File: config.mk
export PLATFORM = sky130hd
export DESIGN_NAME = remote_comm
export DESIGN_NICKNAME = d
export VERILOG_FILES = /design/src/rtl/remote_comm_pkg.sv /design/src/rtl/remote_comm_uart.sv /design/src/rtl/remote_comm.sv
export SDC_FILE = /design/constraint.sdc
export NUM_CORES = 1
export LEC_CHECK = 0
export ABC_CLOCK_PERIOD_IN_PS = 3060
export BUFFER_PORTS_ARGS = -buffer_cell sky130_fd_sc_hd__buf_4
export CORE_MARGIN = 2
export CORE_UTILIZATION = 49
export CTS_CLUSTER_SIZE = 16
export DETAILED_ROUTE_END_ITERATION = 6
export PLACE_DENSITY = 0.63
export SYNTH_ARGS = -nofsm -noshare
export SYNTH_HDL_FRONTEND = slang
export SYNTH_SLANG_ARGS = --single-unit
File: constraint.sdc
create_clock -name clk -period 3.06 [get_ports clk]
set_input_delay 0.153 -clock clk [delete_from_list [all_inputs] [get_ports clk]]
set_output_delay 0.153 -clock clk [all_outputs]
set_load 0.01 [all_outputs]
File: src/rtl/remote_comm_pkg.sv
// remote_comm_pkg: shared types and constants for the remote_comm block.
//   rc_state_t  - command-sequencer state encoding (IDLE, HIGH, LOW)
//   ACK         - positive acknowledge byte returned by the Knight
//   RESP_TMO_W  - width of the optional response-timeout counter
package remote_comm_pkg;

    typedef enum logic [1:0] {IDLE, HIGH, LOW} rc_state_t;

    localparam logic [7:0] ACK        = 8'hA5;
    localparam int         RESP_TMO_W = 24;

endpackage

File: src/rtl/remote_comm_uart.sv
// remote_comm_uart: 8N1 UART transceiver with independent TX and RX paths.
// Ports:
//   clk, rst_n          - clock, asynchronous active-low reset
//   trmt, tx_data       - one-cycle load strobe and byte to transmit
//   tx_done             - sticky; set at end of stop bit, cleared by trmt
//   TX                  - serial out, idles high
//   RX                  - serial in (asynchronous, synchronized here)
//   rx_data, rx_rdy     - last received byte and its valid flag
//   clr_rx_rdy          - clears rx_rdy; a same-cycle new byte wins
// Parameter BAUD_DIV: clk cycles per bit.
module remote_comm_uart #(
    parameter int BAUD_DIV = 2604
) (
    input  logic       clk,
    input  logic       rst_n,
    input  logic       trmt,
    input  logic [7:0] tx_data,
    output logic       tx_done,
    output logic       TX,
    input  logic       RX,
    output logic [7:0] rx_data,
    output logic       rx_rdy,
    input  logic       clr_rx_rdy
);

    localparam logic [15:0] BAUD_LAST = 16'(BAUD_DIV - 1);
    localparam logic [15:0] BAUD_HALF = 16'(BAUD_DIV / 2);

    logic [9:0]  tx_shift;
    logic [3:0]  tx_bits;
    logic [15:0] tx_baud;
    logic        tx_busy;

    // Shift register is refilled with ones, so it naturally idles high.
    assign TX = tx_shift[0];

    always_ff @(posedge clk or negedge rst_n) begin
        if (!rst_n) begin
            tx_shift <= '1;
            tx_bits  <= '0;
            tx_baud  <= '0;
            tx_busy  <= 1'b0;
            tx_done  <= 1'b0;
        end else if (trmt) begin
            tx_shift <= {1'b1, tx_data, 1'b0};
            tx_bits  <= '0;
            tx_baud  <= '0;
            tx_busy  <= 1'b1;
            tx_done  <= 1'b0;
        end else if (tx_busy) begin
            if (tx_baud == BAUD_LAST) begin
                tx_baud  <= '0;
                tx_shift <= {1'b1, tx_shift[9:1]};
                if (tx_bits == 4'd9) begin
                    tx_busy <= 1'b0;
                    tx_done <= 1'b1;
                end else begin
                    tx_bits <= tx_bits + 4'd1;
                end
            end else begin
                tx_baud <= tx_baud + 16'd1;
            end
        end
    end

    logic        rx_sync1, rx_sync2;
    logic        rx_busy;
    logic [3:0]  rx_bits;
    logic [15:0] rx_baud;
    logic [7:0]  rx_shift;
    logic        rx_set;

    // Sample point reached for the stop bit: byte complete.
    assign rx_set = rx_busy && (rx_baud == 16'd0) && (rx_bits == 4'd9);

    always_ff @(posedge clk or negedge rst_n) begin
        if (!rst_n) begin
            rx_sync1 <= 1'b1;
            rx_sync2 <= 1'b1;
            rx_busy  <= 1'b0;
            rx_bits  <= '0;
            rx_baud  <= '0;
            rx_shift <= '0;
            rx_data  <= '0;
        end else begin
            rx_sync1 <= RX;
            rx_sync2 <= rx_sync1;
            if (!rx_busy) begin
                if (!rx_sync2) begin
                    // First sample lands mid start bit, later ones mid data bit.
                    rx_busy <= 1'b1;
                    rx_baud <= BAUD_HALF;
                    rx_bits <= '0;
                end
            end else if (rx_baud == 16'd0) begin
                rx_baud <= BAUD_LAST;
                if (rx_bits == 4'd0) begin
                    if (rx_sync2) rx_busy <= 1'b0;   // glitch, not a start bit
                    else          rx_bits <= 4'd1;
                end else if (rx_bits != 4'd9) begin
                    rx_shift <= {rx_sync2, rx_shift[7:1]};
                    rx_bits  <= rx_bits + 4'd1;
                end else begin
                    rx_busy <= 1'b0;
                    rx_data <= rx_shift;
                end
            end else begin
                rx_baud <= rx_baud - 16'd1;
            end
        end
    end

    always_ff @(posedge clk or negedge rst_n) begin
        if (!rst_n)          rx_rdy <= 1'b0;
        else if (rx_set)     rx_rdy <= 1'b1;
        else if (clr_rx_rdy) rx_rdy <= 1'b0;
    end

endmodule

File: src/rtl/remote_comm.sv
// remote_comm: sends a 16-bit command to the Knight as two UART bytes
// (high byte first) and presents the single-byte response.
// Ports:
//   clk, rst_n          - clock, asynchronous active-low reset
//   cmd, snd_cmd        - command word and one-cycle send request
//   cmd_snt, busy       - command complete flag, transfer in progress
//   resp, resp_rdy      - last response byte and its valid flag
//   clr_resp_rdy        - clears resp_rdy
//   TX, RX              - serial link
//   resp_tmo            - sticky response timeout (RESP_TIMEOUT_EN only)
// Optional feature macro: RESP_TIMEOUT_EN (adds response-timeout counter).
module remote_comm
    import remote_comm_pkg::*;
#(
    parameter int BAUD_DIV = 2604
`ifdef RESP_TIMEOUT_EN
    , parameter logic [RESP_TMO_W-1:0] RESP_TMO = 24'd5_000_000
`endif
) (
    input  logic        clk,
    input  logic        rst_n,
    input  logic [15:0] cmd,
    input  logic        snd_cmd,
    output logic        cmd_snt,
    output logic        busy,
    output logic [7:0]  resp,
    output logic        resp_rdy,
    input  logic        clr_resp_rdy,
    output logic        TX,
`ifdef RESP_TIMEOUT_EN
    output logic        resp_tmo,
`endif
    input  logic        RX
);

    rc_state_t  state, state_nxt;
    logic [7:0] low_byte;
    logic [7:0] tx_data;
    logic       trmt, tx_done;
    logic       accept, set_snt;

    remote_comm_uart #(.BAUD_DIV(BAUD_DIV)) u_uart (
        .clk        (clk),
        .rst_n      (rst_n),
        .trmt       (trmt),
        .tx_data    (tx_data),
        .tx_done    (tx_done),
        .TX         (TX),
        .RX         (RX),
        .rx_data    (resp),
        .rx_rdy     (resp_rdy),
        .clr_rx_rdy (clr_resp_rdy)
    );

    assign busy    = (state != IDLE);
    // High byte goes straight from cmd so trmt can fire in the accept cycle.
    assign tx_data = (state == IDLE) ? cmd[15:8] : low_byte;

    always_ff @(posedge clk or negedge rst_n) begin
        if (!rst_n) state <= IDLE;
        else        state <= state_nxt;
    end

    always_comb begin
        state_nxt = state;
        trmt      = 1'b0;
        accept    = 1'b0;
        set_snt   = 1'b0;
        case (state)
            IDLE: if (snd_cmd) begin
                accept    = 1'b1;
                trmt      = 1'b1;
                state_nxt = HIGH;
            end
            HIGH: if (tx_done) begin
                trmt      = 1'b1;
                state_nxt = LOW;
            end
            LOW: if (tx_done) begin
                set_snt   = 1'b1;
                state_nxt = IDLE;
            end
            default: state_nxt = IDLE;
        endcase
    end

    always_ff @(posedge clk or negedge rst_n) begin
        if (!rst_n) begin
            low_byte <= '0;
            cmd_snt  <= 1'b0;
        end else begin
            if (accept)  low_byte <= cmd[7:0];
            if (accept)  cmd_snt  <= 1'b0;
            else if (set_snt) cmd_snt <= 1'b1;
        end
    end

`ifdef RESP_TIMEOUT_EN
    logic [RESP_TMO_W-1:0] tmo_cnt;
    logic                  tmo_armed;
    logic                  resp_rdy_q;

    always_ff @(posedge clk or negedge rst_n) begin
        if (!rst_n) begin
            tmo_cnt    <= '0;
            tmo_armed  <= 1'b0;
            resp_rdy_q <= 1'b0;
            resp_tmo   <= 1'b0;
        end else begin
            resp_rdy_q <= resp_rdy;
            if (accept) resp_tmo <= 1'b0;
            if (set_snt) begin
                tmo_cnt   <= '0;
                tmo_armed <= 1'b1;
            end else if (tmo_armed) begin
                if (resp_rdy && !resp_rdy_q) begin
                    tmo_armed <= 1'b0;
                end else if (!resp_rdy) begin
                    // Flag rises on the RESP_TMO-th counting edge after arming.
                    if (tmo_cnt == RESP_TMO - 1'b1) begin
                        resp_tmo  <= 1'b1;
                        tmo_armed <= 1'b0;
                    end else begin
                        tmo_cnt <= tmo_cnt + 1'b1;
                    end
                end
            end
        end
    end
`endif

endmodule

==> qor.yml <==
clock_path_buffers: 2
tightest_slew_ps: 1030
cts_resized: 0
ys_seq_area_share_pct: 51.4
ff2ff_setup_slack_ps: 530
grt_max_degree: 83
drt_iter0_markers: 184
fp-row-count: 33
fin_tns_setup_ps: 0
grtUsageTotal_pct: 19.6
hold_buffers: 2
cpMaxStageDelayCell: "or4_4"
r2r-start: "u_uart.rx_baud[0]"
rsz0062_at_grt: "false"
cts_tree: "done"
pin_count: 33
grt_overflow: 0
reg2reg_depth: 7
crit_fanout: 7
p_leak_nw: 2.05
cts_buffers: 9
drc_errors: 0
max_freq_mhz: 395
crit_buf_inv: 1
critPathKind: "flip-flop to flip-flop"
outcome: "finished with violations"
dp_hpwl_mm: 5.40
hp-class: "input pin to asynchronous set/reset pin"
failed_checks: "negative hold slack"
drtAntennaViolNets: 0
avgSynthCellArea_um2: 9.93
num_vias: 3011
cp-startpoint: "u_uart.rx_baud[0]"
ir_drop_mv: 0.231
cpPeakStageDelay_ps: 580
grt_antenna_before_repair: 0
max-slew-margin-rel_pct: 31.7
fin_crit_sh_pct: 82.8
rr_endpoint: "u_uart.rx_bits[3]"
fin_util_pct: 56.6
path_cells: "inv_1, ha_1, or3b_4, or4_4, or4_4, xor2_1, o22ai_2"
path_common_cell: "or4_4"
yosys_most_used_dff: "dfrtp_1"
worstSetupEndpoint: "u_uart.rx_bits[3]"
drive_gt1_share_pct: 22.9
route.detailed.wl_per_inst_um: 14.7
synth_warnings: 0
die_h_um: 94.6
powerDensity_nw_per_um2: 431
synth_cell_types: 48
min_period_ps: 2530
cp.required_ps: 3290
clkLatencyLatePin_ps: 350
cts_max_level: 3
final_common_cell: "dfrtp_1"
critPathTopFamily: "simple AND/OR/NAND/NOR gates"
dieArea_um2: 8940
area_growth_pct: 13.8
grt_pass1_wl_mm: 13.7
hold_viol_final: 34
start_util_pct: 49.7
root_buffer: "clkbuf_8"
startpoint_type: "flip-flop"
avgViaCountPerCell: 5.50
drv_slew: 0
synth_edf_count: 0
end_kind: "flip-flop"
setup-violations-final: 0
timing.hold.ws_ps: -21.9
firstDrtPassIters: 6
portBuffers: 32
cap_violations: 0
ys_seq_elements: 82
core-area_um2: 8090
nets: 465
final_cell_mix: "71 x dfrtp_1, 47 x nand2_1, 38 x buf_4"
fin_skew_ps: 12.5
cp.depth: 7
post_cts_buffers: 0
synthArstFlopShare_pct: 100
cts_num_sinks: 82
cts.reportedPaths.clkPinSlew_ps: 90
grt_pass1_vias: 2837
postRouteWirelength_mm: 8.03
placed_cells: 529
instances_no_fill: 547
synthesis.instances: 405
syn_nets: 433
cp.arrival_ps: 2760
gp_congestion: 0.825
synth.cell_area_um2: 4020
fp.dieW_um: 94.6
antenna_cells: 0
-- worst min path at each step --
stage,startpoint,end,slack [ps],cells after the start
global route,cmd[4],low_byte[4],20,2
finish,rst_n,u_uart.tx_baud[10],-20,1
CTS,rst_n,u_uart.tx_busy,10,1
floorplan,rst_n,cmd_snt,-140,0
global placement,RX,u_uart.rx_sync1,260,1
detailed placement,RX,u_uart.rx_sync1,270,1
-- cell type report --
type,count,area (um2)
flip-flops and latches,82,2070
multi-input cells,290,1820
clock inverters,7,75.1
fillers,732,3520
repair buffers,40,305
well taps,105,131
inverters,14,52.6
clock buffers,9,124
-- cell families after synthesis --
kind of cell	after synthesis	share of synthesized area, %
AO/OA/AOI/OAI	90	13.1
XOR/XNOR	12	2.61
adder cells (fa/ha/maj)	7	2.18
buffers and inverters	33	3.27
flip-flops	82	51.4
multiplexers	28	7.72
AND/OR/NAND/NOR	153	19.7
-- synth_stat cells (2+ instances only) --
cell      instances  share of area [%]
dfrtp_1          71                 44
nand2_1          47                4.4
o21ai_0          33                4.1
a21oi_1          30                3.7
nor2_1           30                2.8
mux2_2           24                6.7
nand3_1          20                2.5
clkbuf_1         16                1.5
inv_1            14                1.3
xor2_1           12                2.6
dfstp_2          11                7.2
nand4_1           8                1.2
ha_1              7                2.2
nor3_1            7               0.87
a31oi_1           6               0.93
and3_1            5               0.78
nor4_1            5               0.78
or2_2             5               0.78
or3_1             5               0.78
mux2i_1           4                1.0
o311ai_0          4               0.87
nand2b_1          3               0.47
o31ai_1           3               0.56
or4_4             3               0.84
a32oi_1           2               0.44
a41oi_1           2               0.44
and4_1            2               0.44
buf_1             2               0.19
nor3b_1           2               0.37
nor4bb_1          2               0.50
o21a_1            2               0.37
or4_1             2               0.37
-- state kept, by name, summed over array words and instances (netlist names) --
register,flops
u_uart.rx_baud,16
u_uart.tx_baud,16
u_uart.tx_shift,9
low_byte,8
u_uart.rx_data,8
u_uart.rx_shift,8
u_uart.rx_bits,4
u_uart.tx_bits,4
state,2
cmd_snt,1
u_uart.rx_busy,1
u_uart.rx_rdy,1
u_uart.rx_sync1,1
u_uart.rx_sync2,1
u_uart.tx_busy,1
u_uart.tx_done,1
-- stage by stage --
stage	power, mW	area [um2]	worst slack, ps
finish	1.97	4580	527
global route	2.05	4580	442
CTS	2.00	4580	533
detailed placement	1.19	4360	532
global placement	1.19	4360	572
floorplan	1.14	4020	555
-- per-layer routing --
layer	vias up	track usage, %	wire length [um]
met4	0	6.04	75
li1	1513	-	-
met2	44	28.4	3570
met1	1448	29.4	4110
met3	6	4.55	275
met5	-	0	0
-- power by group --
part / switching [mW] / total [mW] / internal [mW]
logic: 0.0325 / 0.0589 / 0.0264
clock network: 0.423 / 0.805 / 0.381
registers: 0.00852 / 1.11 / 1.10
total: 0.464 / 1.97 / 1.51
(Power assumes the default switching activity.)
